**src/rtl/svc_axi_axil_rd.sv**
```systemverilog
// AXI4 read burst to single-beat AXI-Lite read converter, one burst in flight.
// Define SVC_AXI_AXIL_RD_WRAP_EN to enable WRAP address generation.
module svc_axi_axil_rd #(
    parameter int AXI_ADDR_WIDTH = 20,
    parameter int AXI_DATA_WIDTH = 16,
    parameter int AXI_ID_WIDTH   = 4
) (
    input  logic                      clk,
    input  logic                      rst,

    input  logic                      s_axi_arvalid,
    output logic                      s_axi_arready,
    input  logic [AXI_ADDR_WIDTH-1:0] s_axi_araddr,
    input  logic [AXI_ID_WIDTH-1:0]   s_axi_arid,
    input  logic [7:0]                s_axi_arlen,
    input  logic [2:0]                s_axi_arsize,
    input  logic [1:0]                s_axi_arburst,

    output logic                      s_axi_rvalid,
    input  logic                      s_axi_rready,
    output logic [AXI_ID_WIDTH-1:0]   s_axi_rid,
    output logic [AXI_DATA_WIDTH-1:0] s_axi_rdata,
    output logic [1:0]                s_axi_rresp,
    output logic                      s_axi_rlast,

    output logic                      m_axil_arvalid,
    input  logic                      m_axil_arready,
    output logic [AXI_ADDR_WIDTH-1:0] m_axil_araddr,

    input  logic                      m_axil_rvalid,
    output logic                      m_axil_rready,
    input  logic [AXI_DATA_WIDTH-1:0] m_axil_rdata,
    input  logic [1:0]                m_axil_rresp
);

    localparam int AW  = AXI_ADDR_WIDTH;
    localparam int IDW = AXI_ID_WIDTH;

    typedef enum logic {
        IDLE  = 1'b0,
        BURST = 1'b1
    } state_t;

    state_t         state_q, state_d;
    logic           arready_q, arready_d;
    logic           arvalid_q, arvalid_d;
    logic [AW-1:0]  addr_q, addr_d;
    logic [IDW-1:0] id_q, id_d;
    logic [7:0]     len_q, len_d;
    logic [2:0]     size_q, size_d;
    logic [1:0]     burst_q, burst_d;
    logic [8:0]     ar_cnt_q, ar_cnt_d;
    logic [8:0]     r_cnt_q, r_cnt_d;

    logic           ar_hs;
    logic           m_ar_hs;
    logic           r_hs;
    logic           last;
    logic [8:0]     ar_cnt_inc;
    logic [AW-1:0]  step;
    logic [AW-1:0]  incr_addr;
    logic [AW-1:0]  next_addr;

    assign ar_hs      = s_axi_arvalid && arready_q && (state_q == IDLE);
    assign m_ar_hs    = arvalid_q && m_axil_arready;
    assign r_hs       = s_axi_rvalid && s_axi_rready;
    assign last       = (state_q == BURST) && (r_cnt_q == {1'b0, len_q});
    assign ar_cnt_inc = ar_cnt_q + 9'd1;
    assign step       = AW'(1) << size_q;
    assign incr_addr  = addr_q + step;

`ifdef SVC_AXI_AXIL_RD_WRAP_EN
    logic [AW-1:0] wrap_mask;

    // Window is (len+1)<<size bytes; only the bits inside it advance.
    assign wrap_mask = ((AW'(len_q) + AW'(1)) << size_q) - AW'(1);

    always_comb begin
        next_addr = incr_addr;
        unique case (1'b1)
            (burst_q == 2'b00): next_addr = addr_q;
            (burst_q == 2'b10): next_addr = (addr_q & ~wrap_mask)
                                          | (incr_addr & wrap_mask);
            default:            next_addr = incr_addr;
        endcase
    end
`else
    always_comb begin
        next_addr = incr_addr;
        unique case (1'b1)
            (burst_q == 2'b00): next_addr = addr_q;
            default:            next_addr = incr_addr;
        endcase
    end
`endif

    always_ff @(posedge clk) begin
        if (rst) begin
            state_q   <= IDLE;
            arready_q <= 1'b0;
            arvalid_q <= 1'b0;
            addr_q    <= '0;
            id_q      <= '0;
            len_q     <= '0;
            size_q    <= '0;
            burst_q   <= '0;
            ar_cnt_q  <= '0;
            r_cnt_q   <= '0;
        end else begin
            state_q   <= state_d;
            arready_q <= arready_d;
            arvalid_q <= arvalid_d;
            addr_q    <= addr_d;
            id_q      <= id_d;
            len_q     <= len_d;
            size_q    <= size_d;
            burst_q   <= burst_d;
            ar_cnt_q  <= ar_cnt_d;
            r_cnt_q   <= r_cnt_d;
        end
    end

    always_comb begin
        state_d   = state_q;
        arvalid_d = arvalid_q;
        addr_d    = addr_q;
        id_d      = id_q;
        len_d     = len_q;
        size_d    = size_q;
        burst_d   = burst_q;
        ar_cnt_d  = ar_cnt_q;
        r_cnt_d   = r_cnt_q;
        unique case (state_q)
            IDLE: begin
                if (ar_hs) begin
                    state_d   = BURST;
                    arvalid_d = 1'b1;
                    addr_d    = s_axi_araddr;
                    id_d      = s_axi_arid;
                    len_d     = s_axi_arlen;
                    size_d    = s_axi_arsize;
                    burst_d   = s_axi_arburst;
                    ar_cnt_d  = '0;
                    r_cnt_d   = '0;
                end
            end
            BURST: begin
                if (m_ar_hs) begin
                    ar_cnt_d  = ar_cnt_inc;
                    addr_d    = next_addr;
                    arvalid_d = (ar_cnt_inc <= {1'b0, len_q});
                end
                if (r_hs) begin
                    r_cnt_d = r_cnt_q + 9'd1;
                end
                if (r_hs && last) begin
                    state_d   = IDLE;
                    arvalid_d = 1'b0;
                end
            end
            default: state_d = IDLE;
        endcase
        arready_d = (state_d == IDLE);
    end

    always_comb begin
        s_axi_arready  = arready_q;
        m_axil_arvalid = arvalid_q;
        m_axil_araddr  = addr_q;
        s_axi_rvalid   = m_axil_rvalid && (state_q == BURST);
        m_axil_rready  = s_axi_rready && (state_q == BURST);
        s_axi_rdata    = m_axil_rdata;
        s_axi_rresp    = m_axil_rresp;
        s_axi_rid      = id_q;
        s_axi_rlast    = last;
    end

endmodule

```
**config.mk**
```make
export PLATFORM = sky130hd
export DESIGN_NAME = svc_axi_axil_rd
export DESIGN_NICKNAME = d
export VERILOG_FILES = /design/src/rtl/svc_axi_axil_rd.sv
export SDC_FILE = /design/constraint.sdc
export NUM_CORES = 1
export LEC_CHECK = 0
export ABC_CLOCK_PERIOD_IN_PS = 4300
export CORE_MARGIN = 2
export CORE_UTILIZATION = 52
export CTS_CLUSTER_DIAMETER = 100
export DETAILED_ROUTE_END_ITERATION = 10
export GPL_ROUTABILITY_DRIVEN = 0
export GPL_TIMING_DRIVEN = 0
export MAX_ROUTING_LAYER = met4
export PLACE_DENSITY = 0.87
export SLEW_MARGIN = 20
export SYNTH_ARGS = -nofsm -noshare
export SYNTH_HDL_FRONTEND = slang
export SYNTH_SLANG_ARGS = --single-unit
```
**constraint.sdc**
```tcl
create_clock -name clk -period 4.3 [get_ports clk]
set_input_delay 1.075 -clock clk [delete_from_list [all_inputs] [get_ports clk]]
set_output_delay 1.075 -clock clk [all_outputs]
set_load 0.03 [all_outputs]
```
==> flow_summary.yaml <==
synthesis:
  yosys.area_share.simple_pct: 25.2
  netlist_area_um2: 3670
  synthDominantCellAreaShare_pct: 31.6
  synth-seq-cells: 58
  synth-xor-area-share_pct: 5.25
  synth_top_family_by_area: "simple AND/OR/NAND/NOR gates"
  synth_area_leaders: "dfxtp_1, ha_1, a21oi_1, nand2_1, xor2_1"
  syn_inst: 470
  syn_area_per_cell_um2: 7.81
  yosys_most_used_dff: "dfxtp_1"
  synth_edf_count: 0
  synth_top_area_cell: "dfxtp_1"
  synth_compound_area_share_pct: 21.4
  synth.net_count: 550
  synth.area.mux_share_pct: 1.67
  ys_warn_count: 0
  async_flop_share_pct: 0
  yosys.area_share.adder_pct: 6.68
  synth-seq-area-share_pct: 31.6
  netlist-cell-type-count: 64
drt:
  drc: 0
  wl_per_cell_um: 16.1
  wl_um: 10800
  vias: 3967
  drt_iter0_markers: 271
  ant_nets: 0
  vias_per_cell: 5.92
  dr.pass1.iters: 5
critical_path:
  cp-start-kind: "flop"
  crit_required_ps: 3220
  cp_slowest_cell: "clkdlybuf4s50_1"
  cp.arrival_ps: 2840
  timing.rr.start: "size_q[0]"
  cp_top_family: "buffers and inverters"
  crit_path_max_fanout: 10
  cp_cell_sequence: "buf_2 > buf_1 > clkbuf_1 > and2_1 > clkdlybuf4s50_1"
  slowest_delay_ps: 680
  critPathBufInv: 4
  crit_type: "reg -> out"
  crit_path_end_kind: "output pin"
  rrSetupSlack_ps: 1150
  crit_start: "state_q"
clocking:
  post_cts_resized: 0
  cts_num_sinks: 58
  cts_setup_buffers: 0
  cts_made_buffers: 9
  clkLatencyLatePin_ps: 360
  clock_path_buffers: 2
  hold_buffers: 0
  htreeDepth: 3
  path_clk_slew_ps: 70
  cts-root-buf: "clkbuf_8"
  cts_tree: "done"
run_status:
  status: "complete, no violations"
timing:
  drv_slew: 0
  max_clock_freq_mhz: 255
  rsz0062_at_grt: "false"
  finalHoldViolCount: 0
  period_needed_ps: 3920
  clock_skew_ps: 13.4
  setup_tns_ps: 0
  slew_headroom_pct: 57.2
  setup_viol: 0
  tightest_slew_ps: 642
  post-route-period-util_pct: 91.1
place:
  hpwl_um: 7890
  dp_cells: 654
  numPortBuffers: 88
floorplan:
  fp.dieArea_um2: 7750
  die_h_um: 88.0
  die_w_um: 88.0
  rows: 30
  core_area_um2: 6830
  io-pin-count: 108
  start_util_pct: 53.8
global_route:
  grt_pass1_wl_um: 17200
  grt_max_degree: 11
  antenna_found_initial: 0
  grt_pass1_vias: 3700
  grt_overflow: 0
  track_usage_pct: 29.4
final_layout:
  fin_nets: 649
  drive_above_1_share_pct: 9.06
  fillers: 560
  instances_no_fill: 670
  mostFrequentLayoutCells: "clkdlybuf4s50_1, dfxtp_1, nand2_1"
  layout_commonest_cell: "clkdlybuf4s50_1"
  diodes: 0
  syn_to_final_growth_pct: 32.8
  fin_util_pct: 71.4
hold_path:
  hold_path_startpoint: "s_axi_rid[0]"
  min_path_type: "reg -> reg"
pwr:
  sequentialPowerShare_pct: 40.3
  peakVddDrop_uv: 249
  p_clk_share_pct: 36.3
  swShare_pct: 30.7
  p_total_mw: 1.46
  p_switching_mw: 0.448
  power_leakage_nw: 1.91
  powerDensity_nw_per_um2: 299
  p_int_mw: 1.01
  power_frac_comb_pct: 23.3
job:
  cap_violations: 0
[logic make-up (layout without fill, tap and decap cells)]
kind of cell	Yosys count	count (layout)
buf+inv	61	165
mux	6	6
compound gates	122	122
fa+ha+maj	19	19
xor+xnor	22	22
flops	58	58
simple gates	182	182
[Yosys cell counts, types with 4 or more instances]
cell type	instances
o2111ai_1	5
nand4_1	4
buf_2	5
o211ai_1	8
a31oi_1	5
nor2b_1	6
a21oi_1	44
and2_1	4
xor2_1	19
nand2_1	57
a22oi_1	5
nor2_1	40
a211oi_1	6
inv_1	16
and3_1	10
nand3_1	15
o21ai_0	24
dfxtp_1	58
buf_4	18
mux2i_1	5
clkbuf_1	19
nor3_1	11
ha_1	18
or3_1	9
[worst reg2reg max path: cells and delay by family (launching register included)]
family / cells / cell delay (ps)
flops: 1 / 300
fa+ha+maj: 1 / 420
compound gates: 4 / 1260
simple gates: 2 / 780
buf+inv: 1 / 300
[path summary, 6_finish.rpt]
path	depth (start not counted)	to
hold / removal	2	s_axi_rid[0]
setup reg to reg	8	m_axil_araddr[12]
setup / recovery	5	m_axil_rready
hold reg to reg	2	s_axi_rid[0]
[power by group through the flow]
stage          Sequential [mW]  Combinational, mW  Clock [mW]
2_1_floorplan            0.628              0.166           0
3_3_place_gp             0.597              0.326           0
3_5_place_dp             0.599              0.336           0
4_1_cts                  0.587              0.337       0.529
5_1_grt                  0.590              0.364       0.550
6_report                 0.588              0.340       0.529
[final cells by class]
type                            count  area [um2]  area share (%)
Buffer                             45         243            4.98
Clock buffer                       11         151            3.10
Clock inverter                      5        52.6            1.08
Inverter                           16        60.1            1.23
Multi-Input combinational cell    351        2210            45.3
Sequential cell                    58        1160            23.8
Tap cell                           96         120            2.46
Timing Repair Buffer               88         881            18.1
[state kept, by name, summed over array words and instances, names as in the netlist]
register        cells
r_cnt_q             9
len_q               8
s_axi_rid           4
burst_q             2
m_axil_arvalid      1
state_q             1
m_axil_araddr      20
size_q              3
ar_cnt_q            9
s_axi_arready       1
[per-layer routing]
layer,GRT usage (%),vias to the layer above,part of all wire (%)
met1,33.5,1870,39
met5,-,-,0
li1,-,1871,-
met4,12.3,0,2.4
met2,49.2,197,50
met3,7.16,29,8.6
[per-stage QoR]
stage          cell area (um2)  hold slack, ps  setup WS (ps)
2_1_floorplan             3670             446           1640
3_3_place_gp              4670             444            855
3_5_place_dp              4670             453            826
4_1_cts                   4880             466            431
5_1_grt                   4880             497            281
6_report                  4880             463            383
Note: power is estimated with default switching activity, not from simulation.
